$ cat src/rtl/multislope_seq.sv
// ---------------------------------------------------------------------------
// multislope_seq: run-up/run-down sequencer for a multi-slope integrating ADC.
// Optional macro COMP_SYNC_EN adds a 2-flop comparator synchroniser. Rev 1.0
// ---------------------------------------------------------------------------
`default_nettype none

module multislope_seq #(
  parameter int PERIOD       = 259,
  parameter int RUNUP_CYCLES = 1000,
  parameter int RUNDOWN_MAX  = 4095,
  parameter int CNT_W        = 32
) (
  input  logic             clk,
  input  logic             rst,
  input  logic             start,
  input  logic             comp,
  input  logic             result_ready,
  output logic             pwm_en,
  output logic             pwm_mode,
  output logic             pwm_reload,
  output logic             rd_pos,
  output logic             rd_neg,
  output logic             busy,
  output logic             result_valid,
  output logic [CNT_W-1:0] n_a,
  output logic [CNT_W-1:0] n_b,
  output logic [15:0]      rd_cnt,
  output logic             rd_timeout,
  output logic             rd_dir
);

  localparam int              PC_W    = $clog2(PERIOD);
  localparam logic [PC_W-1:0] PC_LAST = PC_W'(PERIOD - 1);
  localparam logic [15:0]     PN_LAST = 16'(RUNUP_CYCLES - 1);
  localparam logic [15:0]     RD_MAX  = 16'(RUNDOWN_MAX);

  typedef enum logic [1:0] {
    S_IDLE    = 2'd0,
    S_RUNUP   = 2'd1,
    S_RUNDOWN = 2'd2,
    S_DONE    = 2'd3
  } state_t;

  logic comp_s;

`ifdef COMP_SYNC_EN
  logic [1:0] sync_q;

  always_ff @(posedge clk or negedge rst) begin
    if (!rst) sync_q <= 2'b00;
    else      sync_q <= {sync_q[0], comp};
  end

  assign comp_s = sync_q[1];
`else
  assign comp_s = comp;
`endif

  state_t            state_q, state_d;
  logic [PC_W-1:0]   pc_q, pc_d;
  logic [15:0]       pn_q, pn_d;
  logic [CNT_W-1:0]  n_a_q, n_a_d;
  logic [CNT_W-1:0]  n_b_q, n_b_d;
  logic [15:0]       rd_cnt_q, rd_cnt_d;
  logic              rd_timeout_q, rd_timeout_d;
  logic              rd_dir_q, rd_dir_d;
  logic              pwm_mode_q, pwm_mode_d;
  logic              boundary;

  assign boundary = (state_q == S_RUNUP) && (pc_q == PC_LAST);

  always_ff @(posedge clk or negedge rst) begin
    if (!rst) begin
      state_q      <= S_IDLE;
      pc_q         <= '0;
      pn_q         <= '0;
      n_a_q        <= '0;
      n_b_q        <= '0;
      rd_cnt_q     <= '0;
      rd_timeout_q <= 1'b0;
      rd_dir_q     <= 1'b0;
      pwm_mode_q   <= 1'b0;
    end else begin
      state_q      <= state_d;
      pc_q         <= pc_d;
      pn_q         <= pn_d;
      n_a_q        <= n_a_d;
      n_b_q        <= n_b_d;
      rd_cnt_q     <= rd_cnt_d;
      rd_timeout_q <= rd_timeout_d;
      rd_dir_q     <= rd_dir_d;
      pwm_mode_q   <= pwm_mode_d;
    end
  end

  always_comb begin
    state_d      = state_q;
    pc_d         = pc_q;
    pn_d         = pn_q;
    n_a_d        = n_a_q;
    n_b_d        = n_b_q;
    rd_cnt_d     = rd_cnt_q;
    rd_timeout_d = rd_timeout_q;
    rd_dir_d     = rd_dir_q;
    pwm_mode_d   = pwm_mode_q;

    case (state_q)
      S_IDLE: begin
        if (start) begin
          n_a_d        = '0;
          n_b_d        = '0;
          rd_cnt_d     = '0;
          rd_timeout_d = 1'b0;
          rd_dir_d     = 1'b0;
          pwm_mode_d   = 1'b0;
          pc_d         = '0;
          pn_d         = '0;
          state_d      = S_RUNUP;
        end
      end

      S_RUNUP: begin
        if (boundary) begin
          pc_d = '0;
          pn_d = pn_q + 16'd1;
          if (pwm_mode_q) n_b_d = n_b_q + CNT_W'(1);
          else            n_a_d = n_a_q + CNT_W'(1);
          pwm_mode_d = comp_s;
          // The final boundary sample picks the run-down polarity, so the
          // reference switch is valid from the first run-down cycle.
          if (pn_q == PN_LAST) begin
            pwm_mode_d = 1'b0;
            rd_dir_d   = comp_s;
            state_d    = S_RUNDOWN;
          end
        end else begin
          pc_d = pc_q + PC_W'(1);
        end
      end

      S_RUNDOWN: begin
        if (comp_s != rd_dir_q) begin
          state_d = S_DONE;
        end else if (rd_cnt_q == RD_MAX) begin
          rd_timeout_d = 1'b1;
          state_d      = S_DONE;
        end else begin
          rd_cnt_d = rd_cnt_q + 16'd1;
        end
      end

      S_DONE: begin
        if (result_ready) state_d = S_IDLE;
      end

      default: state_d = S_IDLE;
    endcase
  end

  assign pwm_en       = (state_q == S_RUNUP);
  assign pwm_mode     = pwm_mode_q;
  assign pwm_reload   = boundary;
  assign rd_pos       = (state_q == S_RUNDOWN) && !rd_dir_q;
  assign rd_neg       = (state_q == S_RUNDOWN) &&  rd_dir_q;
  assign busy         = (state_q != S_IDLE);
  assign result_valid = (state_q == S_DONE);
  assign n_a          = n_a_q;
  assign n_b          = n_b_q;
  assign rd_cnt       = rd_cnt_q;
  assign rd_timeout   = rd_timeout_q;
  assign rd_dir       = rd_dir_q;

endmodule

`default_nettype wire

$ cat config.mk
export PLATFORM = sky130hd
export DESIGN_NAME = multislope_seq
export DESIGN_NICKNAME = d
export VERILOG_FILES = /design/src/rtl/multislope_seq.sv
export SDC_FILE = /design/constraint.sdc
export NUM_CORES = 1
export LEC_CHECK = 0
export CORE_MARGIN = 3
export CORE_UTILIZATION = 55
export CTS_CLUSTER_DIAMETER = 120
export DETAILED_ROUTE_END_ITERATION = 10
export PLACE_DENSITY = 0.86
export REMOVE_ABC_BUFFERS = 1
export SYNTH_ARGS = -nofsm -noshare
export SYNTH_HDL_FRONTEND = slang
export SYNTH_SLANG_ARGS = --single-unit
$ cat constraint.sdc
create_clock -name clk -period 2.75 [get_ports clk]
set_input_delay 0.275 -clock clk [delete_from_list [all_inputs] [get_ports clk]]
set_output_delay 0.275 -clock clk [all_outputs]
set_load 0.05 [all_outputs]
# After elaboration in Yosys (flattened, before gate mapping)
# Cells that the tools add are included.
[word_totals] register_bits=110 in_bits=5 output_inout_bits=89 word_cells=80
[classes] addsub=5 eq_ne=17 mux=33 reduce_logical=16
[op_table] operator="32-bit two-way mux" n=5
[op_table] operator="32-bit case mux with 2 select lines" n=2
[op_table] operator="32-bit by 1-bit adder with 32-bit output, second input constant" n=2
[op_table] operator="16-bit two-way mux" n=4
[op_table] operator="16-bit case mux with 2 select lines" n=2
[op_table] operator="16-bit by 1-bit adder with 16-bit output, second input constant" n=2
[op_table] operator="4-bit AND reduction" n=5
[op_table] operator="9-bit two-way mux" n=2
[op_table] operator="9-bit case mux with 2 select lines" n=1
[op_table] operator="16-bit by 10-bit == test with 1-bit output, second input constant" n=1
[op_table] operator="16-bit by 12-bit == test with 1-bit output, second input constant" n=1
[op_table] operator="2-bit two-way mux" n=6
[op_table] operator="2-bit inequality test, second input constant" n=6
[op_table] operator="9-bit by 1-bit adder with 9-bit output, second input constant" n=1
[op_table] operator="9-bit == test, second input constant" n=1
[op_table] operator="2-bit case mux with 4 select lines" n=1
[op_table] operator="1-bit two-way mux" n=7
[op_table] operator="2-bit by 1-bit inequality test with 1-bit output, second input constant" n=3
[op_table] operator="1-bit case mux with 2 select lines" n=3
[op_table] operator="2-bit nonzero test" n=3
[op_table] operator="5-bit AND reduction" n=1
[op_table] operator="2-bit == test, second input constant" n=2
[op_table] operator="1-bit logical AND" n=3
[op_table] operator="3-bit inequality test, second input constant" n=1
[op_table] operator="other kinds (6)" n=6

# Longest topological paths before layout
[depth] ltp_word=4 ltp_mapped=9 depth_no_buf=7

# Worst setup path after synthesis
# Ideal clock, no wire load.
[synth_path] kind="reg2reg" start="register state_q[1]" end="register pn_q[12]" setup_ps=132 arrival_time_ps=2526 path_slack_ps=92 stages_incl_launch_ff=9 path_buffers=1 path_cell_list="dfrtp_1 > inv_1 > ha_1 > mux2i_1 > buf_2 > or4b_1 > nor4b_1 > xnor2_1 > nor2_1"
[synth_between] elab_chain_len=4 word_cells_on_any_way=8 classes_between="3 x eq/ne; 1 x mux; 4 x reduce/logical"
[synth_lines] element="start: declaration" line_no="59" rtl="state_t state_q, state_d;"
[synth_lines] element="start signal: assignment" line_no="84" rtl="state_q <= state_d;"
[synth_lines] element="2-bit by 1-bit == test with 1-bit output (*)"
[synth_lines] element="net pwm_en" line_no="18" rtl="output logic pwm_en,"
[synth_lines] element="1-bit logical AND" line_no="70" rtl="assign boundary = (state_q == S_RUNUP) && (pc_q == PC_LAST);"
[synth_lines] element="2-bit by 1-bit inequality test with 1-bit output (no source line)"
[synth_lines] element="3-bit AND reduction (no source line)"
[synth_lines] element="end signal: assignment" line_no="86" rtl="pn_q <= pn_d;"
[synth_lines] element="end: declaration" line_no="61" rtl="logic [15:0] pn_q, pn_d;"
# Mark *: on every way through the listed nets, which the timed path passes. The rest lies on a longest branch.
# A chain may end at the register's enable or synchronous reset.

# Worst setup path after layout
[layout_path] start="register state_q[0]" end="register pn_q[12]"
[layout_between] elab_chain_len=4 word_cells_on_any_way=8 classes_between="3 x eq/ne; 1 x mux; 4 x reduce/logical"
[layout_lines] element="2-bit by 1-bit == test with 1-bit output" line_no="70, 107"
[layout_lines] element="1-bit logical AND" line_no="70"
[layout_lines] element="2-bit by 1-bit inequality test with 1-bit output (no source line)"
[layout_lines] element="3-bit AND reduction (no source line)"
# Several ways; a longest one is shown, not always the timed one.

==> results.md <==
- LEAKAGE: 0.00305 µW
- Num rows: 37
- Post-synthesis to final-layout area growth: 23.2%
- Period utilisation layout: 93.7%
- Initial antenna violation count: 0
- Die X: 112 µm
- N_diodes: 0
- Worst-Margin Slew: 0.656 ns
- CP max stage delay: 0.62 ns
- Syn_area_per_cell: 9.32 µm²
- Clock Path Buffers: 2
- Post-route setup TNS: 0 ns
- Pint: 2140 µW
- Wirelength, routed: 15,000 µm
- Max Freq: 388 MHz
- IO Port Bufs: 93
- Vias in the first global route: 5,414
- Root buf cell: clkbuf_8
- Drt pass-1 iters: 8
- Final ANT Viol Nets: 0
- Hold/Removal Path Class: in -> async
- # setup viols final: 0
- Die H: 112 µm
- Design Area, Final: 7540 µm²
- Starting DRT DRC Count: 483
- Vias: 5,577
- Logic pwr share: 1.6%
- Num Clock Sinks: 110
- Die Area: 12,400 µm²
- Largest net degree at the start of global routing: 61
- Worst path cell trace: inv_1, ha_1, mux2i_1, buf_4, or4b_1, nor4b_1, xnor2_1, nor2_1
- Max-cap violation count: 0
- All-Layer GR Usage: 24.2%
- NetSw: 584 µW
- CORE AREA: 10,600 µm²
- Clk pwr share: 39.0%
- IO Count: 94
- First-pass GRT wire length: 25,500 µm
- Post-DP Area: 7320 µm²
- Setup Skew: 0.0101 ns
- Count of cell types in the netlist: 61
- Synth Register Bits: 110
- Flop pwr share: 59.4%
- PD cells: 361 nW/µm²
- Hpwl dp: 10,700 µm
- Initial core utilization: 58.0%
- Worst EP arrival: 2.82 ns
- Fin. max-slew vios: 0
- Synth Warn #: 0
- CTS tree: yes
- Remaining DRCs: 2
- Top delay family on crit path: simple AND/OR/NAND/NOR gates
- Mapped Cells: 657
- RSZ-0062 raised after global routing: false
- Peak supply drop: 0.308 mV
- Crit path time final: 2.58 ns
- Setup ws final: 0.173 ns
- Outcome: complete, but fails checks
- Main synth FF type: dfrtp_1
- Post-synth EDFFs: 0
- Max-slew headroom: 56.2%
- Slowest-stage cell, CP: or4b_1
- Via density: 6.20
- Clk Latency, worst-skew pair: 0.37 ns
- CP startpoint kind: flop
- Worst EP required: 3.00 ns
- NumNets Final: 774
- Cell Area, Synth: 6130 µm²
- Violated checks: design-rule violations
- CTS H-tree depth: 3
- Clock buffer count from CTS: 9
- FFs w/ async S/R, synth: 100%
- Pre-CTS WS: 0.106 ns
- Routability Congestion: 0.882
- Layout cells sized above 1: 7.98%
- Switching Share: 21.5%
- Bufs and invs on worst path: 2
- Register area share after synthesis: 44.9%
- DR WL/cell: 16.6 µm
- Setup crit end kind: flop
- Critical path class: reg -> reg
- Final hold vios: 0
- Clock slew at reported path FFs: 0.10 ns
- Grt ovf: 0
- Crit Path Max Fanout: 14
-- area by class of cell --
type,instances,area [µm²]
Multi-Input combinational cell,497,3190
Fill cell,780,3010
Sequential cell,110,2750
Timing Repair Buffer,120,1140
Tap cell,136,170
Clock buffer,10,128
Clock inverter,6,83.8
Inverter,21,78.8
-- placed cells by master, fill, tap and decap left out, drive strengths merged, types with 8 or more instances in the layout --
cell	netlist	layout
dfrtp	110	110
clkdlybuf4s50	0	91
nor2	80	80
nand2	54	54
xnor2	42	42
nand3	36	36
a21oi	30	30
nand4	30	30
buf	9	28
xor2	22	22
inv	21	22
nor4	21	21
o21ai	18	18
or4	17	17
or3	14	14
o31ai	12	12
and3	11	11
and4	11	11
nor3	11	11
ha	10	10
clkbuf	20	10
a211oi	8	8
-- worst paths after layout --
kind / slack (ns) / cells after the start / start / end
worst max-delay path: 0.17 / 8 / state_q[0]$_DFFE_PN0P_ / pn_q[12]$_DFFE_PN0P_
min in group clk: 0.56 / 1 / rd_timeout$_DFFE_PN0P_ / rd_timeout$_DFFE_PN0P_
max in group asynchronous: 1.51 / 3 / rst / rd_dir$_DFFE_PN0P_
worst min-delay path: 0.48 / 2 / rst / n_a[11]$_DFFE_PN0P_
worst min register to register: 0.56 / 1 / rd_timeout$_DFFE_PN0P_ / rd_timeout$_DFFE_PN0P_
worst max register to register: 0.17 / 8 / state_q[0]$_DFFE_PN0P_ / pn_q[12]$_DFFE_PN0P_
-- per-stage QoR --
step	total power [µW]	util (%)	hold slack, ns	instances
after global routing	2820	71.5	0.532	900
after detailed placement	1690	69.3	0.346	882
after floorplan	1650	-	-0.0206	628
final	2720	71.5	0.482	900
after CTS	2740	71.4	0.496	899
after global placement	1690	69.3	0.341	882
-- power by group through the flow --
| stage | Sequential (µW) | Combinational [µW] | Clock [µW] |
|---|---|---|---|
| finish | 1620 | 44.3 | 1060 |
| global route | 1620 | 51.7 | 1150 |
| CTS | 1620 | 46.4 | 1070 |
| detailed placement | 1650 | 45.1 | 0 |
| global placement | 1650 | 44.3 | 0 |
| floorplan | 1650 | 1.35 | 0 |
-- state kept, by name, indices dropped and copies added (netlist names) --
signal / cells
n_a: 32
n_b: 32
pc_q: 9
pn_q: 16
pwm_mode: 1
rd_cnt: 16
rd_dir: 1
rd_timeout: 1
state_q: 2
-- cell usage after synthesis (8+ instances only) --
cell type	count	share of area (%)
nand2_1	54	3.3
a21oi_1	30	2.5
clkbuf_1	20	1.2
nor4_1	19	1.9
and3_1	11	1.1
dfrtp_1	110	45
ha_1	10	2.0
o31ai_1	11	1.3
nand4_1	29	3.0
a211oi_1	8	0.98
nand3_1	35	2.9
nor2_1	80	4.9
and4_1	11	1.6
nor3_1	11	0.90
inv_1	21	1.3
xnor2_1	42	6.0
or3_1	14	1.4
o21ai_0	17	1.4
xor2_1	22	3.1
or4_1	16	2.0
-- cells by family after synthesis --
kind of cell / synth area share [%]
buffers and inverters: 3.15
xor gates and xnor gates: 9.15
and+or+nand+nor: 26.9
muxes: 1.41
AOI/OAI and AO/OA: 12.4
adders and majority gates: 2.04
DFF: 44.9
-- repair_timing --
action / CTS / global route
resized for setup: 0 / 0
buffers inserted: 0 / 1
endpoints found under the hold margin: 50 / 0
hold buffers: 1 / 0
endpoints found under the setup margin: 0 / 1
-- per-layer routing --
metal	vias up	routed length (µm)	track usage, %
li1	2600	-	-
met1	2757	6580	33.6
met2	201	7360	39.9
met3	19	812	3.10
met4	0	214	7.38
met5	-	0	0
Note: power is estimated with default switching activity, not from simulation.
